===== src/rtl/rs_branch_queue.sv =====
// rs_branch_queue: collapsing-queue reservation station feeding the branch executor.
// Optional build macro RS_BRANCH_INORDER_EN restricts issue to the oldest entry only.
module rs_branch_queue #(
  parameter int unsigned DEPTH = 4,
  parameter int unsigned NCDB  = 3,
  parameter int unsigned XLEN  = 32,
  parameter int unsigned TAG_W = 4,
  parameter int unsigned OP_W  = 6
) (
  input  logic                       clk,
  input  logic                       rst,
  input  logic                       flush,
  input  logic                       alloc_en,
  input  logic [XLEN-1:0]            alloc_pc,
  input  logic [OP_W-1:0]            alloc_op,
  input  logic [XLEN-1:0]            alloc_imm,
  input  logic [TAG_W-1:0]           alloc_tagx,
  input  logic [TAG_W-1:0]           alloc_tagy,
  input  logic [XLEN-1:0]            alloc_datax,
  input  logic [XLEN-1:0]            alloc_datay,
  output logic                       full,
  output logic [$clog2(DEPTH+1)-1:0] count,
  input  logic [NCDB-1:0]            cdb_valid,
  input  logic [NCDB*TAG_W-1:0]      cdb_tag,
  input  logic [NCDB*XLEN-1:0]       cdb_data,
  input  logic                       issue_ready,
  output logic                       issue_valid,
  output logic [XLEN-1:0]            issue_pc,
  output logic [XLEN-1:0]            issue_offset,
  output logic [XLEN-1:0]            issue_datax,
  output logic [XLEN-1:0]            issue_datay,
  output logic [OP_W-1:0]            issue_op
);

  localparam int unsigned IDX_W = $clog2(DEPTH);
  localparam int unsigned CNT_W = $clog2(DEPTH+1);

  typedef struct packed {
    logic             valid;
    logic [XLEN-1:0]  pc;
    logic [OP_W-1:0]  op;
    logic [XLEN-1:0]  imm;
    logic [TAG_W-1:0] tagx;
    logic [TAG_W-1:0] tagy;
    logic [XLEN-1:0]  datax;
    logic [XLEN-1:0]  datay;
  } entry_t;

  entry_t           r_q [DEPTH];
  logic [CNT_W-1:0] r_count;
  logic             r_full;

  entry_t           w_wk [DEPTH];
  entry_t           w_nq [DEPTH];
  entry_t           w_new;
  logic [DEPTH-1:0] w_ready;
  logic             w_any_ready;
  logic [IDX_W-1:0] w_sel;
  logic             w_fire;
  logic             w_alloc;
  logic [CNT_W-1:0] w_base;
  logic [CNT_W-1:0] w_n_count;
  logic [XLEN:0]    w_hx;
  logic [XLEN:0]    w_hy;
  logic [XLEN:0]    w_ax;
  logic [XLEN:0]    w_ay;

  // Returns {hit, data}; descending scan so the lowest matching channel wins.
  function automatic logic [XLEN:0] cdb_lookup(
    input logic [TAG_W-1:0]      tag,
    input logic [NCDB-1:0]       v,
    input logic [NCDB*TAG_W-1:0] t,
    input logic [NCDB*XLEN-1:0]  d
  );
    logic [XLEN:0] res;
    res = '0;
    for (int c = NCDB - 1; c >= 0; c--) begin
      if (tag != '0 && v[c] && t[c*TAG_W +: TAG_W] == tag) res = {1'b1, d[c*XLEN +: XLEN]};
    end
    return res;
  endfunction

  // Wakeup of stored entries plus the allocation bypass.
  always_comb begin
    w_hx = '0;
    w_hy = '0;
    for (int i = 0; i < DEPTH; i++) begin
      w_wk[i]    = r_q[i];
      w_ready[i] = r_q[i].valid && r_q[i].tagx == '0 && r_q[i].tagy == '0;
      w_hx = cdb_lookup(r_q[i].tagx, cdb_valid, cdb_tag, cdb_data);
      w_hy = cdb_lookup(r_q[i].tagy, cdb_valid, cdb_tag, cdb_data);
      if (w_hx[XLEN]) begin
        w_wk[i].tagx  = '0;
        w_wk[i].datax = w_hx[XLEN-1:0];
      end
      if (w_hy[XLEN]) begin
        w_wk[i].tagy  = '0;
        w_wk[i].datay = w_hy[XLEN-1:0];
      end
    end
    w_ax = cdb_lookup(alloc_tagx, cdb_valid, cdb_tag, cdb_data);
    w_ay = cdb_lookup(alloc_tagy, cdb_valid, cdb_tag, cdb_data);
    w_new       = '0;
    w_new.valid = 1'b1;
    w_new.pc    = alloc_pc;
    w_new.op    = alloc_op;
    w_new.imm   = alloc_imm;
    w_new.tagx  = w_ax[XLEN] ? '0 : alloc_tagx;
    w_new.datax = w_ax[XLEN] ? w_ax[XLEN-1:0] : alloc_datax;
    w_new.tagy  = w_ay[XLEN] ? '0 : alloc_tagy;
    w_new.datay = w_ay[XLEN] ? w_ay[XLEN-1:0] : alloc_datay;
  end

  // Issue select from stored state only.
  always_comb begin
    w_any_ready = 1'b0;
    w_sel       = '0;
`ifdef RS_BRANCH_INORDER_EN
    w_any_ready = w_ready[0];
`else
    for (int i = DEPTH - 1; i >= 0; i--) begin
      if (w_ready[i]) begin
        w_any_ready = 1'b1;
        w_sel       = IDX_W'(i);
      end
    end
`endif
  end

  // Collapse past the fired entry, then append the allocation at the new tail.
  always_comb begin
    w_fire    = w_any_ready & issue_ready;
    w_alloc   = alloc_en & ~r_full;
    w_base    = r_count - CNT_W'(w_fire);
    w_n_count = w_base + CNT_W'(w_alloc);
    for (int j = 0; j < DEPTH - 1; j++) begin
      w_nq[j] = (w_fire && IDX_W'(j) >= w_sel) ? w_wk[j+1] : w_wk[j];
    end
    w_nq[DEPTH-1] = w_fire ? '0 : w_wk[DEPTH-1];
    if (w_alloc) begin
      for (int j = 0; j < DEPTH; j++) begin
        if (CNT_W'(j) == w_base) w_nq[j] = w_new;
      end
    end
  end

  always_ff @(posedge clk or negedge rst) begin
    if (!rst) begin
      for (int i = 0; i < DEPTH; i++) r_q[i] <= '0;
      r_count <= '0;
      r_full  <= 1'b0;
    end else if (flush) begin
      for (int i = 0; i < DEPTH; i++) r_q[i] <= '0;
      r_count <= '0;
      r_full  <= 1'b0;
    end else begin
      for (int i = 0; i < DEPTH; i++) r_q[i] <= w_nq[i];
      r_count <= w_n_count;
      r_full  <= (w_n_count == CNT_W'(DEPTH));
    end
  end

  assign full        = r_full;
  assign count       = r_count;
  assign issue_valid = w_any_ready;

  always_comb begin
    issue_pc     = '0;
    issue_offset = '0;
    issue_datax  = '0;
    issue_datay  = '0;
    issue_op     = '0;
    if (w_any_ready) begin
      issue_pc     = r_q[w_sel].pc;
      issue_offset = r_q[w_sel].imm;
      issue_datax  = r_q[w_sel].datax;
      issue_datay  = r_q[w_sel].datay;
      issue_op     = r_q[w_sel].op;
    end
  end

endmodule


===== config.mk =====
export PLATFORM = sky130hd
export DESIGN_NAME = rs_branch_queue
export DESIGN_NICKNAME = d
export VERILOG_FILES = /design/src/rtl/rs_branch_queue.sv
export SDC_FILE = /design/constraint.sdc
export NUM_CORES = 2
export LEC_CHECK = 0
export CAP_MARGIN = 20
export CORE_ASPECT_RATIO = 1.4
export CORE_MARGIN = 2
export CORE_UTILIZATION = 53
export DETAILED_ROUTE_END_ITERATION = 8
export PLACE_DENSITY = 0.78
export SKIP_CTS_REPAIR_TIMING = 1
export SLEW_MARGIN = 20
export SYNTH_ARGS = -nofsm -noshare
export SYNTH_HDL_FRONTEND = slang
export SYNTH_SLANG_ARGS = --single-unit

===== constraint.sdc =====
create_clock -name clk -period 4.35 [get_ports clk]
set_input_delay 0.6525 -clock clk [delete_from_list [all_inputs] [get_ports clk]]
set_output_delay 0.6525 -clock clk [all_outputs]
set_load 0.03 [all_outputs]

Yosys cells after proc, flatten, opt, wreduce, memory -nomap -nowiden --
Cells that the tools add are included.
Word-level totals: bits in latches 0, output and inout port bits 139, bits in writable memories 0, memories kept 0, input bits 258, logic and storage cells 246, memory bits (read-only) 0, register bits 576
Operators by class: add/sub/neg operators 2, magnitude comparators 4, $mul 0, equal/unequal tests 34, mux-type cells 78, shift operators 0, bitwise operators 4, reduce and logical (&&, ||, !) cells 90, divide/modulo/power cells 0
Operators with widths (number):
- 143-bit two-way mux | 8
- 572-bit two-way mux | 2
- 33-bit two-way mux | 30
- 32-bit two-way mux | 14
- 143-bit binary-select mux with 2-bit select | 1
- 142-bit two-way mux | 2
- 4-bit == test | 30
- 1-bit logical AND | 71
- 4-bit two-way mux | 10
- 4-bit nonzero test | 10
- 4-bit zero test | 8
- 2-bit two-way mux | 4
- 2-bit by 3-bit == test with 1-bit output, first input constant | 2
- 6-bit two-way mux | 1
- 1-bit two-way mux | 5
- 1-bit by 2-bit greater-or-equal comparator with 1-bit output, first input constant | 2
- 3-bit by 1-bit adder with 3-bit output | 1
- 1-bit by 3-bit == test with 1-bit output, first input constant | 1
- 3-bit == test, second input constant | 1
- 3-bit greater-or-equal comparator, second input constant | 1
- 3-bit zero test | 1
- 3-bit two-way mux | 1
- 2-bit NOT with 3-bit output | 1
- 3-bit by 1-bit subtractor with 3-bit output | 1
- 3 further kinds | 4

Logic depth before layout (Yosys ltp) --
depth in word-level cells 13, gate-level depth with buffers 20, depth with buffers taken out 15

Worst setup path before layout --
OpenSTA, ideal clock, no wires.
path type register to register, start register r_q[497] (netlist name), end register r_q[133] (netlist name), period minus slack after synthesis 4.265 ns, library setup time 0.078 ns, required time 4.272 ns, path slack 0.085 ns, buffers on the path 7, data arrival time 4.187 ns, cell stages (with the launch flop) 21, path through dfrtp_1 > buf_2 > or4_1 > buf_2 > nor4b_4 > or2_1 > buf_4 > nor3_2 > inv_2 > nand2_1 > inv_2 > ha_1 > ha_1 > clkbuf_1 > or3_1 > clkbuf_1 > nor2_1 > clkbuf_1 > clkbuf_1 > nand2_1 > a21oi_1
On the way: longest elaborated chain between the ends 10, elaborated cells between the ends (all ways) 11, those cells by class add/sub: 1; eq/ne: 1; mux: 5; bitwise: 1; reduce/logical: 3
RTL lines:
- 4-bit zero test * | line 89 | w_ready[i] = r_q[i].valid && r_q[i].tagx == '0 && r_q[i].tagy == '0;
- 1-bit logical AND * (2 in series) | line 89
- 1-bit two-way mux * | line 122 | if (w_ready[i]) begin
- named net issue_valid | line 27 | output logic issue_valid,
- 1-bit bitwise AND * | line 132 | w_fire = w_any_ready & issue_ready;
- 3-bit by 1-bit subtractor with 3-bit output | line 134 | w_base = r_count - CNT_W'(w_fire);
- 2-bit by 3-bit == test with 1-bit output | line 142 | if (CNT_W'(j) == w_base) w_nq[j] = w_new;
- 143-bit two-way mux | line 142
- 572-bit two-way mux * | line 140 | if (w_alloc) begin
- 572-bit two-way mux * | line 152 | end else if (flush) begin
Mark *: on every way through the listed nets, which the timed path passes. The rest lies on a longest branch.

Final worst setup path --
start register r_q[65] (netlist name), end output port issue_datay[27]
On the way: longest elaborated chain between the ends 11, elaborated cells between the ends (all ways) 15, those cells by class mux: 12; bitwise: 1; reduce/logical: 2
RTL lines:
- 4-bit zero test * | line 89
- 1-bit logical AND * | line 89
- 2-bit two-way mux (4 in series) | line 122
- 2-bit NOT with 3-bit output (not written as such) | line 177 | issue_datay = r_q[w_sel].datay;
- 143-bit binary-select mux with 2-bit select | line 177
- 142-bit two-way mux (2 in series)
- 32-bit two-way mux * | line 173 | if (w_any_ready) begin
- end, declared | line 31 | output logic [XLEN-1:0] issue_datay,
Every way passes the cells marked *; elsewhere a longest branch is shown, timed or not. The select of a mux whose other input is x is not followed.

==> summary.txt <==
Setup path
  – CP endpoint kind: output port
  – CP startpoint: r_q[65]
  – FF-to-FF End: r_q[64]
  – Startpoint Class: flip-flop
  – FF-to-FF setup slack: 260 ps
  – R2R cell count: 14
  – Worst setup path end: issue_datay[27]
  – CP max FO: 28
  – Critical Path AT: 3700 ps
  – Reg2reg start: r_q[494]
  – Critical path class: reg -> out
  – Worst Path Required: around 3700 ps

Timing
  – RSZ-0062 raised after global routing: yes
  – TNS Setup: 0 ps
  – Fmax: 230.0 MHz
  – Final Max Slew Viols: 0
  – Worst-Margin Slew: 1255 ps
  – Final setup violation count: 0
  – Minimum clock period: 4348 ps
  – Worst slew margin: 0.1609
  – Final Cycle Share: 0.9995
  – Fin. Hold Viols: 0
  – Clk_skew: 42.92 ps
  – Final hold slack: about 30 ps

Synthesis
  – Syn_nets: 5,284
  – FF+latch count, synth: 576
  – Ys async rst share: 1.000
  – Synth unique cells: 62
  – Synth warnings: 0
  – EDFF count, synth: 0
  – Synth top area share: 0.3560
  – Synth area leader: dfrtp_1
  – Most used DFF post-synth: dfrtp_1
  – Synthesized area per cell: 8.059 um^2
  – Post-Syn Instances: 5,024
  – Synth Cell Area: between 40,000 and 50,000 um^2
  – Post-synthesis sequential area ratio: 0.3560
  – Top cells by area, synth: dfrtp_1, a211oi_1, nand2_1

Placement
  – Port Buffers: about 400
  – Placed insts: 5,937
  – GPL Wtd Cong: about 1.1
  – Post-detail-place hpwl: 107,900 um

Power
  – Pwr dens: 639.9 nW/um^2
  – Sw Share: 0.4726
  – Part of the power in the clock network: 0.180
  – Worst IR Drop VDD: around 0.0012 V
  – Sequential power share: 0.264
  – Final Power: 30.76 mW
  – P_sw: 14.54 mW
  – Leak: approximately 18 nW
  – Combinational power share: 0.556
  – Internal power: 16.22 mW

Detailed routing
  – Routed vias/inst: 7.443
  – Post-DRT Antenna Nets: 0
  – Post-Route M1 WL: 59,180 um
  – DRC: 4
  – Wire length per cell: 30.62 um
  – Total number of vias: around 45,000
  – Number of detailed-route iterations in the first pass: 9
  – Uppermost routed layer: met5
  – Met3 wire len: 29,460 um
  – Final WL: around 190,000 um
  – Initial DRC count: 7,373
  – Met2 wire length: 79,720 um

Finish
  – Fillers: between 6,000 and 7,000
  – Sequential cell area: 14,420 um^2
  – Non-Filler Instances: approximately 6,100
  – Final core area utilization: 0.6367
  – Final #Nets: between 5,000 and 6,000
  – Layout cell share with drive strength beyond 1: 0.1105
  – Multi-input logic area: around 24,000 um^2
  – Area grow syn2layout: 18.71%

CTS
  – CTS root buf: clkbuf_16
  – TritonCTS Buffers: 58
  – Clock Path Buffers: 3
  – CTS clk-pin slew, worst paths: 60 ps
  – H-tree levels: 2
  – Clock Latency Late Sink: a little under 700 ps
  – CTS Sinks: 576
  – CTS tree: built

Floorplan
  – Core Box Area: approximately 75,000 um^2
  – IO Pins: around 400
  – Initial core utilization: 0.5364
  – Row count: 119
  – Die width: 237.6 um
  – Die area: 78,660 um^2
  – Die Height: 331.0 um

Run
  – # Max-Cap Violations: 0

Min path
  – Hold Crit Class: in -> async

Global routing
  – Total GRT Usage: 0.4577
  – First-pass GRT wire length: around 270,000 um
  – Number of global-route vias before repair: 43,430
  – GRT overflow: 0
  – Antenna violations before repair: 20
  – Largest net degree at the start of global routing: 183

Run status
  – Failing checks: DRC
  – Status: complete, but fails checks
==> per-stage QoR <==
step	area [um^2]	setup slack, ps
after floorplan	40490	84.79
after global placement	45650	361.5
after detailed placement	45650	316.9
after CTS	47700	-274.8
after global routing	48050	-102.9
final	48060	2.381
==> per-layer routing <==
metal | up-vias | GRT usage
li1 | 18680 | -
met1 | 21080 | 0.5229
met2 | 4129 | 0.6867
met3 | 1218 | 0.1883
met4 | 22 | 0.3436
met5 | - | 0.01455
==> final cells by class <==
cell class	instances	area share
diodes	8	0.0004165
clock buffers	89	0.03681
clock inverters	19	0.005753
inverters	7	0.0005467
multi-input cells	3781	0.4962
flip-flops and latches	576	0.2999
well taps	968	0.02520
repair buffers	614	0.1351
==> synthesized netlist by cell type, types with 77 or more instances <==
library cell	count
nand2_1	625
o221ai_1	137
and2_1	78
a211oi_1	387
a311oi_1	151
clkbuf_1	500
o2bb2ai_1	113
a22oi_1	89
buf_2	77
mux2i_1	204
dfrtp_1	576
a21oi_1	366
nor2b_1	135
a221oi_1	136
nand3_1	173
nor2_1	553
==> critical path, cell delays in order (launching register included) <==
cell and delay [ps]:
dfrtp_2 470, or3_4 450, nor4b_4 400, nor2_1 150, nor2_4 170, buf_4 190
buf_12 180, buf_8 240, a211oi_1 70, a211oi_1 430, buf_4 250
==> sequential cells by signal (all words and copies together) (netlist names) <==
register and count:
r_q 572, count 3, full 1
==> power by group through the flow <==
stage	sequential, mW	combinational, mW	clock [mW]
5_1_grt	8.27	17.8	5.73
3_5_place_dp	8.12	15.9	0
4_1_cts	8.04	16.0	5.52
2_1_floorplan	7.76	10.4	0
6_report	8.12	17.1	5.53
3_3_place_gp	8.06	15.7	0
==> cell families after synthesis <==
group                    count (synthesis)  synth area share
AND/OR/NAND/NOR                       1753            0.1929
AO/OA/AOI/OAI                         1713            0.3088
buffers and inverters                  667           0.06767
flip-flops                             576            0.3560
multiplexers                           204           0.05043
XOR/XNOR                               109           0.02358
adder cells (fa/ha/maj)                  2         0.0006179
==> how the worst min path moves through the flow <==
stage                     endpoint  slack (ps)  startpoint  cells after the start
final                     r_q[130]          30         rst                      1
after CTS                 r_q[130]          90         rst                      1
after global routing      r_q[273]         120         rst                      1
after floorplan           count[0]         360         rst                      0
after global placement    r_q[545]         530    r_q[545]                      2
after detailed placement  r_q[553]         530    r_q[553]                      2
==> layout by cell type, fill, tap and decap left out, drive strengths merged, types with 113 or more instances in the layout <==
cell,Yosys,layout
mux2i,204,204
a211oi,387,387
a221oi,136,136
nor2b,135,135
buf,157,355
o221ai,137,137
clkdlybuf4s50,0,256
a21oi,366,366
dfrtp,576,576
nand2,627,627
nor2,554,554
o2bb2ai,113,113
a311oi,152,152
nand3,173,173
Note: power is estimated with default switching activity, not from simulation.
